**config.mk**
```make
export PLATFORM = sky130hd
export DESIGN_NAME = fp_to_fixed_pipe
export DESIGN_NICKNAME = d
export VERILOG_FILES = /design/src/rtl/fp_to_fixed_pipe.sv
export SDC_FILE = /design/constraint.sdc
export NUM_CORES = 1
export LEC_CHECK = 0
export CAP_MARGIN = 40
export CORE_ASPECT_RATIO = 0.75
export CORE_MARGIN = 1
export CORE_UTILIZATION = 59
export DETAILED_ROUTE_END_ITERATION = 8
export PLACE_DENSITY = 0.81
export SYNTH_ARGS = -nofsm -noshare
export SYNTH_HDL_FRONTEND = slang
export SYNTH_SLANG_ARGS = --single-unit
```
**constraint.sdc**
```tcl
create_clock -name clk -period 3.82 [get_ports clk]
set_input_delay 0.764 -clock clk [delete_from_list [all_inputs] [get_ports clk]]
set_output_delay 0.764 -clock clk [all_outputs]
set_load 0.005 [all_outputs]
```
**src/rtl/fp_to_fixed_pipe.sv**
```systemverilog
// Streaming IEEE-754 single to signed fixed-point converter. The pipeline has three stages:
// unpack/classify, align, and round/saturate. All stages advance together under one valid/ready handshake.
module fp_to_fixed_pipe #(
    parameter int WORD_LENGTH = 21,
    parameter int FRAC_BITS   = 19,
    parameter int ROUND_MODE  = 0
) (
    input  logic                   clk,
    input  logic                   reset,
    input  logic                   in_valid,
    output logic                   in_ready,
    input  logic [31:0]            in_data,
    output logic                   out_valid,
    input  logic                   out_ready,
    output logic [WORD_LENGTH-1:0] out_data,
    output logic                   out_ovf,
    output logic                   out_nan,
    output logic                   out_unf
);
    localparam int WL = WORD_LENGTH;
    localparam int XW = WL + 25;
    localparam logic signed [9:0] SH_OFS = 10'(FRAC_BITS - 150);
    // A left shift of sh puts the hidden bit at 23+sh; from bit WL+1 upward it leaves the working width.
    localparam logic signed [9:0] SH_OVF = 10'(WL - 22);
    localparam logic [WL+1:0] POS_LIM = (WL+2)'((64'd1 << (WL-1)) - 64'd1);
    localparam logic [WL+1:0] NEG_LIM = (WL+2)'(64'd1 << (WL-1));
    localparam logic [WL-1:0] SAT_POS = POS_LIM[WL-1:0];
    localparam logic [WL-1:0] SAT_NEG = NEG_LIM[WL-1:0];

    typedef enum logic [2:0] {
        CLS_ZERO   = 3'd0,
        CLS_DENORM = 3'd1,
        CLS_NORM   = 3'd2,
        CLS_INF    = 3'd3,
        CLS_NAN    = 3'd4
    } fp_class_e;

    logic            adv_s;
    fp_class_e       cls_s;

    logic            s1_valid_r;
    logic            s1_sign_r;
    logic [7:0]      s1_exp_r;
    logic [23:0]     s1_mant_r;
    fp_class_e       s1_cls_r;

    logic signed [9:0] sh_s;
    logic [9:0]      nsh_s;
    logic [XW-1:0]   ext_s;
    logic [XW-1:0]   lsh_s;
    logic [48:0]     rs_s;
    logic [XW-1:0]   rw_s;
    logic [WL:0]     al_mag_s;
    logic            al_guard_s;
    logic            al_sticky_s;
    logic            al_ovf_s;

    logic            s2_valid_r;
    logic            s2_sign_r;
    fp_class_e       s2_cls_r;
    logic [WL:0]     s2_mag_r;
    logic            s2_guard_r;
    logic            s2_sticky_r;
    logic            s2_ovf_r;

    logic            inc_s;
    logic [WL+1:0]   rnd_s;
    logic [WL-1:0]   res_data_s;
    logic            res_ovf_s;
    logic            res_nan_s;
    logic            res_unf_s;

    assign adv_s    = ~out_valid | out_ready;
    assign in_ready = adv_s;

    // Classify the incoming word from its exponent and fraction fields.
    always_comb begin
        if (in_data[30:23] == 8'd0) begin
            cls_s = (in_data[22:0] == 23'd0) ? CLS_ZERO : CLS_DENORM;
        end else if (in_data[30:23] == 8'hFF) begin
            cls_s = (in_data[22:0] == 23'd0) ? CLS_INF : CLS_NAN;
        end else begin
            cls_s = CLS_NORM;
        end
    end

    // Align the mantissa to the fixed-point grid, keeping guard/sticky on right shifts.
    always_comb begin
        sh_s  = $signed({2'b00, s1_exp_r}) + SH_OFS;
        nsh_s = 10'(-sh_s);
        ext_s = {{(XW-24){1'b0}}, s1_mant_r};
        lsh_s = ext_s << $unsigned(sh_s);
        rs_s  = {s1_mant_r, 25'd0} >> nsh_s;
        rw_s  = {{(XW-24){1'b0}}, rs_s[48:25]};
        if (sh_s >= 10'sd0) begin
            al_mag_s    = lsh_s[WL:0];
            al_guard_s  = 1'b0;
            al_sticky_s = 1'b0;
            al_ovf_s    = (sh_s >= SH_OVF) | (|lsh_s[XW-1:WL+1]);
        end else begin
            al_mag_s    = rw_s[WL:0];
            al_guard_s  = rs_s[24];
            al_sticky_s = |rs_s[23:0];
            al_ovf_s    = |rw_s[XW-1:WL+1];
        end
    end

    // Round, apply sign, saturate and resolve the special classes into data and flags.
    always_comb begin
        res_data_s = {WL{1'b0}};
        res_ovf_s  = 1'b0;
        res_nan_s  = 1'b0;
        res_unf_s  = 1'b0;
        case (ROUND_MODE)
            1:       inc_s = s2_guard_r;
            // Mode 2 is round-to-nearest-even, the reason the sticky bit is carried.
            2:       inc_s = s2_guard_r & (s2_sticky_r | s2_mag_r[0]);
            default: inc_s = 1'b0;
        endcase
        rnd_s = {1'b0, s2_mag_r} + {{(WL+1){1'b0}}, inc_s};
        case (s2_cls_r)
            CLS_ZERO:   res_unf_s = 1'b0;
            CLS_DENORM: res_unf_s = 1'b1;
            CLS_NAN:    res_nan_s = 1'b1;
            CLS_INF: begin
                res_ovf_s  = 1'b1;
                res_data_s = s2_sign_r ? SAT_NEG : SAT_POS;
            end
            CLS_NORM: begin
                if (!s2_sign_r) begin
                    if (s2_ovf_r || (rnd_s > POS_LIM)) begin
                        res_ovf_s  = 1'b1;
                        res_data_s = SAT_POS;
                    end else begin
                        res_data_s = rnd_s[WL-1:0];
                    end
                end else begin
                    if (s2_ovf_r || (rnd_s > NEG_LIM)) begin
                        res_ovf_s  = 1'b1;
                        res_data_s = SAT_NEG;
                    end else begin
                        res_data_s = {WL{1'b0}} - rnd_s[WL-1:0];
                    end
                end
                res_unf_s = ~res_ovf_s & (res_data_s == {WL{1'b0}});
            end
            default: res_data_s = {WL{1'b0}};
        endcase
    end

    // Pipeline registers: every stage shifts on adv, everything clears on reset.
    always_ff @(posedge clk) begin
        if (reset) begin
            s1_valid_r  <= 1'b0;
            s1_sign_r   <= 1'b0;
            s1_exp_r    <= 8'd0;
            s1_mant_r   <= 24'd0;
            s1_cls_r    <= CLS_ZERO;
            s2_valid_r  <= 1'b0;
            s2_sign_r   <= 1'b0;
            s2_cls_r    <= CLS_ZERO;
            s2_mag_r    <= {(WL+1){1'b0}};
            s2_guard_r  <= 1'b0;
            s2_sticky_r <= 1'b0;
            s2_ovf_r    <= 1'b0;
            out_valid   <= 1'b0;
            out_data    <= {WL{1'b0}};
            out_ovf     <= 1'b0;
            out_nan     <= 1'b0;
            out_unf     <= 1'b0;
        end else if (adv_s) begin
            s1_valid_r  <= in_valid;
            s1_sign_r   <= in_data[31];
            s1_exp_r    <= in_data[30:23];
            s1_mant_r   <= {1'b1, in_data[22:0]};
            s1_cls_r    <= cls_s;
            s2_valid_r  <= s1_valid_r;
            s2_sign_r   <= s1_sign_r;
            s2_cls_r    <= s1_cls_r;
            s2_mag_r    <= al_mag_s;
            s2_guard_r  <= al_guard_s;
            s2_sticky_r <= al_sticky_s;
            s2_ovf_r    <= al_ovf_s;
            out_valid   <= s2_valid_r;
            out_data    <= res_data_s;
            out_ovf     <= res_ovf_s;
            out_nan     <= res_nan_s;
            out_unf     <= res_unf_s;
        end
    end
endmodule
```
### Yosys cells after proc, flatten, opt, wreduce, memory -nomap -nowiden

Index checks and enable logic that the tools add are counted.

* input port bits: 36
* output and inout bits: 26
* word-level logic and storage cells: 60
* bits in registers: 90
* latch bits: 0
* memory bits (read-only): 0
* memories kept: 0
* RAM bits: 0

* reductions and logical operators: 7
* bitwise operators: 5
* equality and inequality tests: 5
* muxes and demuxes: 19
* div/mod/pow operators: 0
* shifts and indexed selects: 2
* $mul: 0
* order comparisons: 4
* add/sub/neg operators: 3

Operator list (number)
* two-way mux 21 bit: 5
* right shift 49 x 10 -> 49 bit: 1
* left shift 24 x 10 -> 46 bit: 1
* one-hot mux 21 bit (2 select lines): 1
* OR reduction 24 bit: 1
* zero test 23 bit: 1
* greater-than comparator 22 x 20 -> 1 bit, second input constant: 1
* greater-than comparator 22 x 21 -> 1 bit, second input constant: 1
* two-way mux 22 bit: 1
* zero test 21 bit: 1
* subtractor 1 x 21 -> 21 bit, first input constant: 1
* greater-or-equal comparator 10 x 1 -> 1 bit, second input constant: 2
* adder 9 x 9 -> 10 bit, second input constant: 1
* negator 10 bit: 1
* two-way mux 3 bit: 3
* equality test 8 bit, second input constant: 1
* zero test 8 bit: 1
* two-way mux 1 bit: 7
* equality test 3 x 2 -> 1 bit, second input constant: 2
* one-hot mux 1 bit (2 select lines): 2
* equality test 3 x 1 -> 1 bit, second input constant: 1
* equality test 3 bit, second input constant: 1
* logical OR 1 bit: 2
* inverter 1 bit: 2
* other kinds (3): 4

### Logic depth before layout (Yosys ltp)

* depth after elaboration: 8
* gate-level depth with buffers: 14
* gate-level depth less buffers: 9

### Least setup slack after synthesis

Ideal clock, no wire load.

* kind: register to register
* start point: reg s1_exp_r[0]
* end point: reg s2_mag_r[21]
* data arrival time: 2807 ps
* clock period less this slack: 2939 ps
* buffers on the path: 5
* setup time: 132 ps
* data required time: 3688 ps
* stages on the path, launching flop included: 15
* slack: 881 ps
* cells stage by stage: dfxtp_1 > buf_4 > buf_4 > inv_1 > ha_1 > buf_2 > buf_2 > buf_1 > mux4_2 > nand2_1 > nand3_1 > a32oi_1 > o21ai_0 > a21oi_1 > nor3_1

* cells in the longest elaborated chain, start to end: 4
* elaborated cells on any way between the ends: 6
* classes of those cells: 2 x add/sub; 1 x order compare; 2 x shift; 1 x mux

Ends and longest elaborated chain
* from (decl): line 43 `logic [7:0] s1_exp_r;`
* from (signal assigned): line 174 `s1_exp_r <= in_data[30:23];`
* adder 9 x 9 -> 10 bit *: line 89 `sh_s = $signed({2'b00, s1_exp_r}) + SH_OFS;`
* negator 10 bit: line 90 `nsh_s = 10'(-sh_s);`
* right shift 49 x 10 -> 49 bit: line 93 `rs_s = {s1_mant_r, 25'd0} >> nsh_s;`
* two-way mux 22 bit *: line 95 `if (sh_s >= 10'sd0) begin`
* to (signal assigned): line 162 `s2_mag_r <= {(WL+1){1'b0}};`
* to (signal assigned): line 180 `s2_mag_r <= al_mag_s;`
* to (decl): line 61 `logic [WL:0] s2_mag_r;`

Every way passes the cells marked *; elsewhere a longest branch is shown, timed or not.
A chain may end at the register's enable or synchronous reset.

### Worst setup path in the final report

* start point: reg s1_exp_r[0]
* end point: reg s2_mag_r[20]

The elaborated chain is that of the path after synthesis.

==> results.cfg <==
[synth]
yosys.area.top_type = dfxtp_1
seq_area_frac_synth = 0.2514
synth_nets = 969
ys_top_cells_by_area = dfxtp_1 (25%), mux4_2 (12%), nand2_1 (7.1%)
yosysUniqueCellTypes = 83
ys_ff_latch = 90
synth_area_um2 = 7166
syn_area_per_cell_um2 = 7.713
yosys_warnings = 0
synthDominantCellAreaShare = 0.2514
synth_enable_flop_cells = 0
synthCells = 929
synth_common_cells = nand2_1 (136), nor2_1 (110), a21oi_1 (94)
ys_async_sr_fraction = 0
yosys_most_used_dff = dfxtp_1
synthMostInstantiatedCell = nand2_1

[cts]
clock_latency_ps = 360
cts_buffers = 9
hold_buffers = 0
clock_path_buffers = 2
path_clk_slew_ps = 80
cts_tree = built
cts-root-buf = clkbuf_16
cts_resized = 0
clock-sinks = 90
htree_levels = 3
post_cts_buffers = 0

[die]
die_height_um = 97.44
core_area_um2 = 11700
start_util = 0.6125
die_width_um = 129.3
die_area_um2 = 12590
io_pins = 62
fp-row-count = 34

[worst_setup_path]
cp-start-kind = flop
reg2reg_to = s2_mag_r[20]
crit_type = flop to flop
reg2reg_from = s1_exp_r[0]
critPathCaptureType = flop
critPathArrivalTime_ps = 3480
reg2reg_slack_ps = 620
reg2reg_depth = 10
critPathLaunch = s1_exp_r[0]
cp_max_fo = 51
cp.required_ps = 4100
crit_end = s2_mag_r[20]

[sta]
skew_ps = 9.300
drv_slew = 0
rsz0062_at_grt = no
hold_violations = 0
holdWs_ps = 455.8
slew_headroom = 0.4350
fmax_mhz = 312.0
min_period_over_period = 0.8390
finalCriticalPeriod_ps = 3205
setup_violations = 0
finalSetupTns_ps = 0
worst-slew-pin-transition_ps = 846.4

[cells_and_area]
areaGrowthSynthToFinish_pct = 12.82
nFillCells = 987
nNetsFinal = 977
layout-drive-gt1-share = 0.1168
multi_input_area_um2 = 4938
final_cells = 1104
num_antenna_cells = 0
regArea_um2 = 1803

[drt]
postRouteAntennaNets = 0
via_per_inst = 6.687
drt-total-wl_mm = 21.76
routedWlPerCell_um = 19.71
drt_iter0_markers = 893
vias = 7382
drc = 1
first_pass_iters = 8

[placed_design]
routabilityCongestion = 0.9558
portBuffers = 61
placed_cells = 1088
place_hpwl_mm = 15.46

[global_route]
grt_max_degree = 68
antenna_found_initial = 0
grt_usage = 0.3571
grt_pass1_vias = 6477
grt_pass1_wl_mm = 34.81
grt-ovfl-total = 0

[flow_run]
maxCapViolCount = 0

[hold_path]
worstHoldPathType = flop to flop
hp-start = s1_valid_r

[power_and_ir_drop]
powerDensity_nw_per_um2 = 359.1
comb_power_share = 0.298
power_w = 0.002903
seq_power_share = 0.365
leakage_nw = 3.017
irDropWorstVdd_mv = 0.2543
p_int_w = 0.001881
pwr-share-clk = 0.337
p_sw_w = 0.001023
p_sw_frac = 0.3522

[run_status]
violations = DRC
status = complete, but fails checks
-- sequential cells by signal (all words and copies together) (netlist names) --
signal      cells
s2_mag_r       22
out_unf         1
out_ovf         1
s2_sign_r       1
s1_sign_r       1
out_valid       1
s1_exp_r        8
s1_cls_r        3
out_data       21
s1_valid_r      1
out_nan         1
s2_cls_r        3
s1_mant_r      24
s2_ovf_r        1
s2_valid_r      1
-- worst min-delay path by stage --
stage                  to  depth (start not counted)
4_1_cts        s1_valid_r                          2
3_5_place_dp      out_nan                          2
3_3_place_gp   s1_valid_r                          2
6_report       s1_valid_r                          2
5_1_grt         s1_sign_r                          2
2_1_floorplan   s1_sign_r                          2
-- per-layer routing --
metal	part of all wire	up-vias	global-route usage
li1	-	3450	-
met1	0.45	3467	0.5603
met2	0.41	427	0.4814
met3	0.12	38	0.08645
met4	0.017	0	0.08507
met5	0	-	0
-- through the flow --
step / worst slack (ps) / utilization / area (um2)
6_report: 615.2 / 0.6910 / 8084
5_1_grt: 402.6 / 0.6910 / 8084
4_1_cts: 660.9 / 0.6910 / 8084
3_5_place_dp: 670.0 / 0.6636 / 7764
3_3_place_gp: 854.6 / 0.6630 / 7756
2_1_floorplan: 881.0 / - / 7166
-- area by class of cell --
cell class	instances	area share
inverters	9	0.004179
flip-flops and latches	90	0.2230
clock inverters	7	0.01176
clock buffers	9	0.02786
multi-input cells	742	0.6109
repair buffers	85	0.09720
well taps	162	0.02507
-- kinds of logic (layout without fill, tap and decap cells) --
| family | Yosys count | in the layout | share of synthesized area |
|---|---|---|---|
| xor gates and xnor gates | 11 | 11 | 0.01816 |
| and+or+nand+nor | 415 | 415 | 0.2783 |
| DFF | 90 | 90 | 0.2514 |
| muxes | 79 | 79 | 0.1757 |
| buffers and inverters | 97 | 110 | 0.06146 |
| AOI/OAI and AO/OA | 233 | 233 | 0.2080 |
| adders and majority gates | 4 | 4 | 0.006985 |
-- worst max-delay path, cell delays in order (launching register included) --
cell,delay [ps]
dfxtp_2,350
inv_1,100
ha_2,360
buf_4,500
and3b_1,280
o2111ai_1,200
a22oi_1,240
a2bb2oi_1,170
nor3_4,510
a311oi_1,220
nor3_1,200
-- power by group through the flow --
stage | Sequential [W] | Combinational (W) | Clock, W
floorplan | 0.00104 | 0.000643 | 0
global placement | 0.00107 | 0.000823 | 0
detailed placement | 0.00108 | 0.000835 | 0
CTS | 0.00106 | 0.000841 | 0.000982
global route | 0.00107 | 0.000931 | 0.00103
finish | 0.00106 | 0.000864 | 0.000980
-- placed cells by master (no fill, tap or decap), types with 4 or more instances in the layout --
master	instances
xnor2_1	5
and3_1	6
nand4_1	15
a2bb2oi_1	6
a31oi_1	14
a311oi_1	4
mux4_2	37
inv_1	8
o21ai_1	6
nand2b_1	5
nor2_1	110
buf_4	24
nor4_1	13
or4_1	8
nor3_1	57
clkbuf_16	9
dfxtp_1	89
nand3_1	23
nand2_1	136
clkdlybuf4s50_1	60
mux2i_1	38
a211oi_1	9
o22ai_1	22
a21oi_1	94
or3_1	10
a211o_1	4
mux2_2	4
o21ai_0	26
Power figures use the tool's default switching activity.
==> RTL edit, RTL diff (config.mk and constraints unchanged) <==
Encoding of `fp_class_e`: now one-hot (5 bits for 5 values).
--- a/src/rtl/fp_to_fixed_pipe.sv
+++ b/src/rtl/fp_to_fixed_pipe.sv
@@ -28,10 +28,10 @@
     localparam logic [WL-1:0] SAT_NEG = NEG_LIM[WL-1:0];
 
-    typedef enum logic [2:0] {
-        CLS_ZERO   = 3'd0,
-        CLS_DENORM = 3'd1,
-        CLS_NORM   = 3'd2,
-        CLS_INF    = 3'd3,
-        CLS_NAN    = 3'd4
+    typedef enum logic [4:0] {
+        CLS_ZERO   = 5'b00001,
+        CLS_DENORM = 5'b00010,
+        CLS_NORM   = 5'b00100,
+        CLS_INF    = 5'b01000,
+        CLS_NAN    = 5'b10000
     } fp_class_e;
 
Function: no difference found for any inputs over 4 cycles, from zero or initial values and one cycle with reset high; so few cycles prove little.
==> RTL edit against the unedited design <==
  * The flow still finishes with violations (design-rule violations)
  * Count of clock-buffer cells in the layout is 1 higher
  * Total power is 3.4% lower
  * Sequential cell count is 4 higher
  * Final area is 2.4% lower
  * Clock power is 5.1% lower
  * Critical path depth stayed put
  * Critical endpoint is now s2_mag_r[7]
  * Setup slack worse by 0.10 ns
  * Cell count hardly changed
  * Global-route usage is 2.4 points lower
  * Critical path type unchanged
  * Area after synthesis is 2.3% lower
  * Routed wire length is 8.4% lower
==> RTL edit: results (changes against the unedited design) <==
stage,metric,value,unit,change
drt,routed_wl,19900,um,-8.4%
min_path,hold_start,s1_cls_r[3],,
cells_and_area,final-seq-area,1880,sq um,+4.4%
grt,grt_max_degree,92,,+35%
power,p_switching,0.000948,W,-7.2%
power,share_seq_of_total_power,38.3,%,+1.8 points
setup_path,crit_end,s2_mag_r[7],,
timing,final.setup_skew,0.00961,ns,+0.000307 ns
drt,first_pass_iters,9,,+1
place,place_area,7590,sq um,-2.2%
grt,grt_use_total,33.3,%,-2.4 points
cells_and_area,inverters_excl_clock,13,,+4
grt,met1_usage,48.4,%,-7.6 points
setup_path,startpoint,s1_exp_r[1],,
run_status,violations,design-rule violations,,
drt,drt_iter0_markers,1011,,+13%
drt,topRoutingLayerUsed,met5,,
cells_and_area,fin_cells,1105,,+0.091%
power,p_leak,2.93,nW,-2.8%
place,gp_congestion,0.960,,+0.46%
drt,wl_met2,8180,um,-9.1%
setup_path,r2r_slack,0.52,ns,-0.10 ns
cells_and_area,drive_gt1_share,10.2,%,-1.5 points
clock_network,cts.htree.levels,3,,unchanged
synthesis,ys_types,76,,-8.4%
power,p_comb,0.000798,W,-7.6%
grt,grt_pass1_wl,31700,um,-8.9%
cells_and_area,clock_cell_area_share,3.79,%,-0.17 points
synthesis,synth.area.top_cells,"dfxtp_1 27%, nand2_1 9.3%, mux4_2 9.0%, a21oi_1 7.7%, nor2_1 4.3%",,
drt,viasPerCell,6.45,,-3.5%
cells_and_area,fill_cells,1031,,+4.5%
cells_and_area,seq_cell_count,94,,+4.4%
drt,m1WireLength,9350,um,-4.1%
cells_and_area,multi_input_gates,740,,-0.27%
synthesis,avgSynthCellArea,7.57,sq um,-1.9%
grt,met3_usage,6.50,%,-2.1 points
synthesis,synth-seq-area-share,26.9,%,+1.7 points
timing,hold_slack,0.454,ns,-0.00171 ns
setup_path,worstPathMaxFanout,16,,-69%
power,internal-power,0.00185,W,-1.4%
synthesis,synth_nets,965,,-0.41%
cells_and_area,finalNetCount,978,,+0.10%
grt,use_met2,48.6,%,+0.41 points
timing,setup_slack,0.515,ns,-0.0999 ns
drt,drc,1,,unchanged
place,place_ws,0.598,ns,-0.0723 ns
cells_and_area,seq_area_share,23.9,%,+1.6 points
cells_and_area,nClkBuffers,10,,+1
min_path,hold_path_end,s1_cls_r[3],,
cells_and_area,final-nonclk-buf-share,9.80,%,+0.079 points
run_status,status,"complete, but fails checks",,
cells_and_area,buffers,80,,-5.9%
## RTL edit: cell types whose count changed after synthesis, sizes merged, moves of 8 or more
| cell | change |
|---|---|
| mux2i | -13 |
| a21oi | +14 |
| nand2 | +38 |
| nor2 | -28 |
| mux4 | -9 |
| o221ai | +8 |
| a22oi | +9 |
| o22ai | -15 |
| o31ai | +8 |
| xor2 | +10 |
| buf | -14 |
## RTL edit: cell families after synthesis
group                      count (synthesis)  synth area share [%]
DFF                                       94                  26.9
AOI/OAI and AO/OA                        244                  21.9
adders and majority gates                  4                 0.715
xor gates and xnor gates                  25                  3.24
and+or+nand+nor                          409                  27.5
buffers and inverters                     91                  6.33
muxes                                     58                  13.4
## RTL edit: worst max-delay path: stages (launching register included)
cell and delay (ns):
dfxtp_1 0.55, ha_1 0.54, nand3_1 0.16, a21oi_1 0.16
o21bai_1 0.09, a211oi_1 0.24, buf_4 0.23, nand4_1 0.16
a31oi_4 0.47, nand3_1 0.34, o221ai_1 0.27
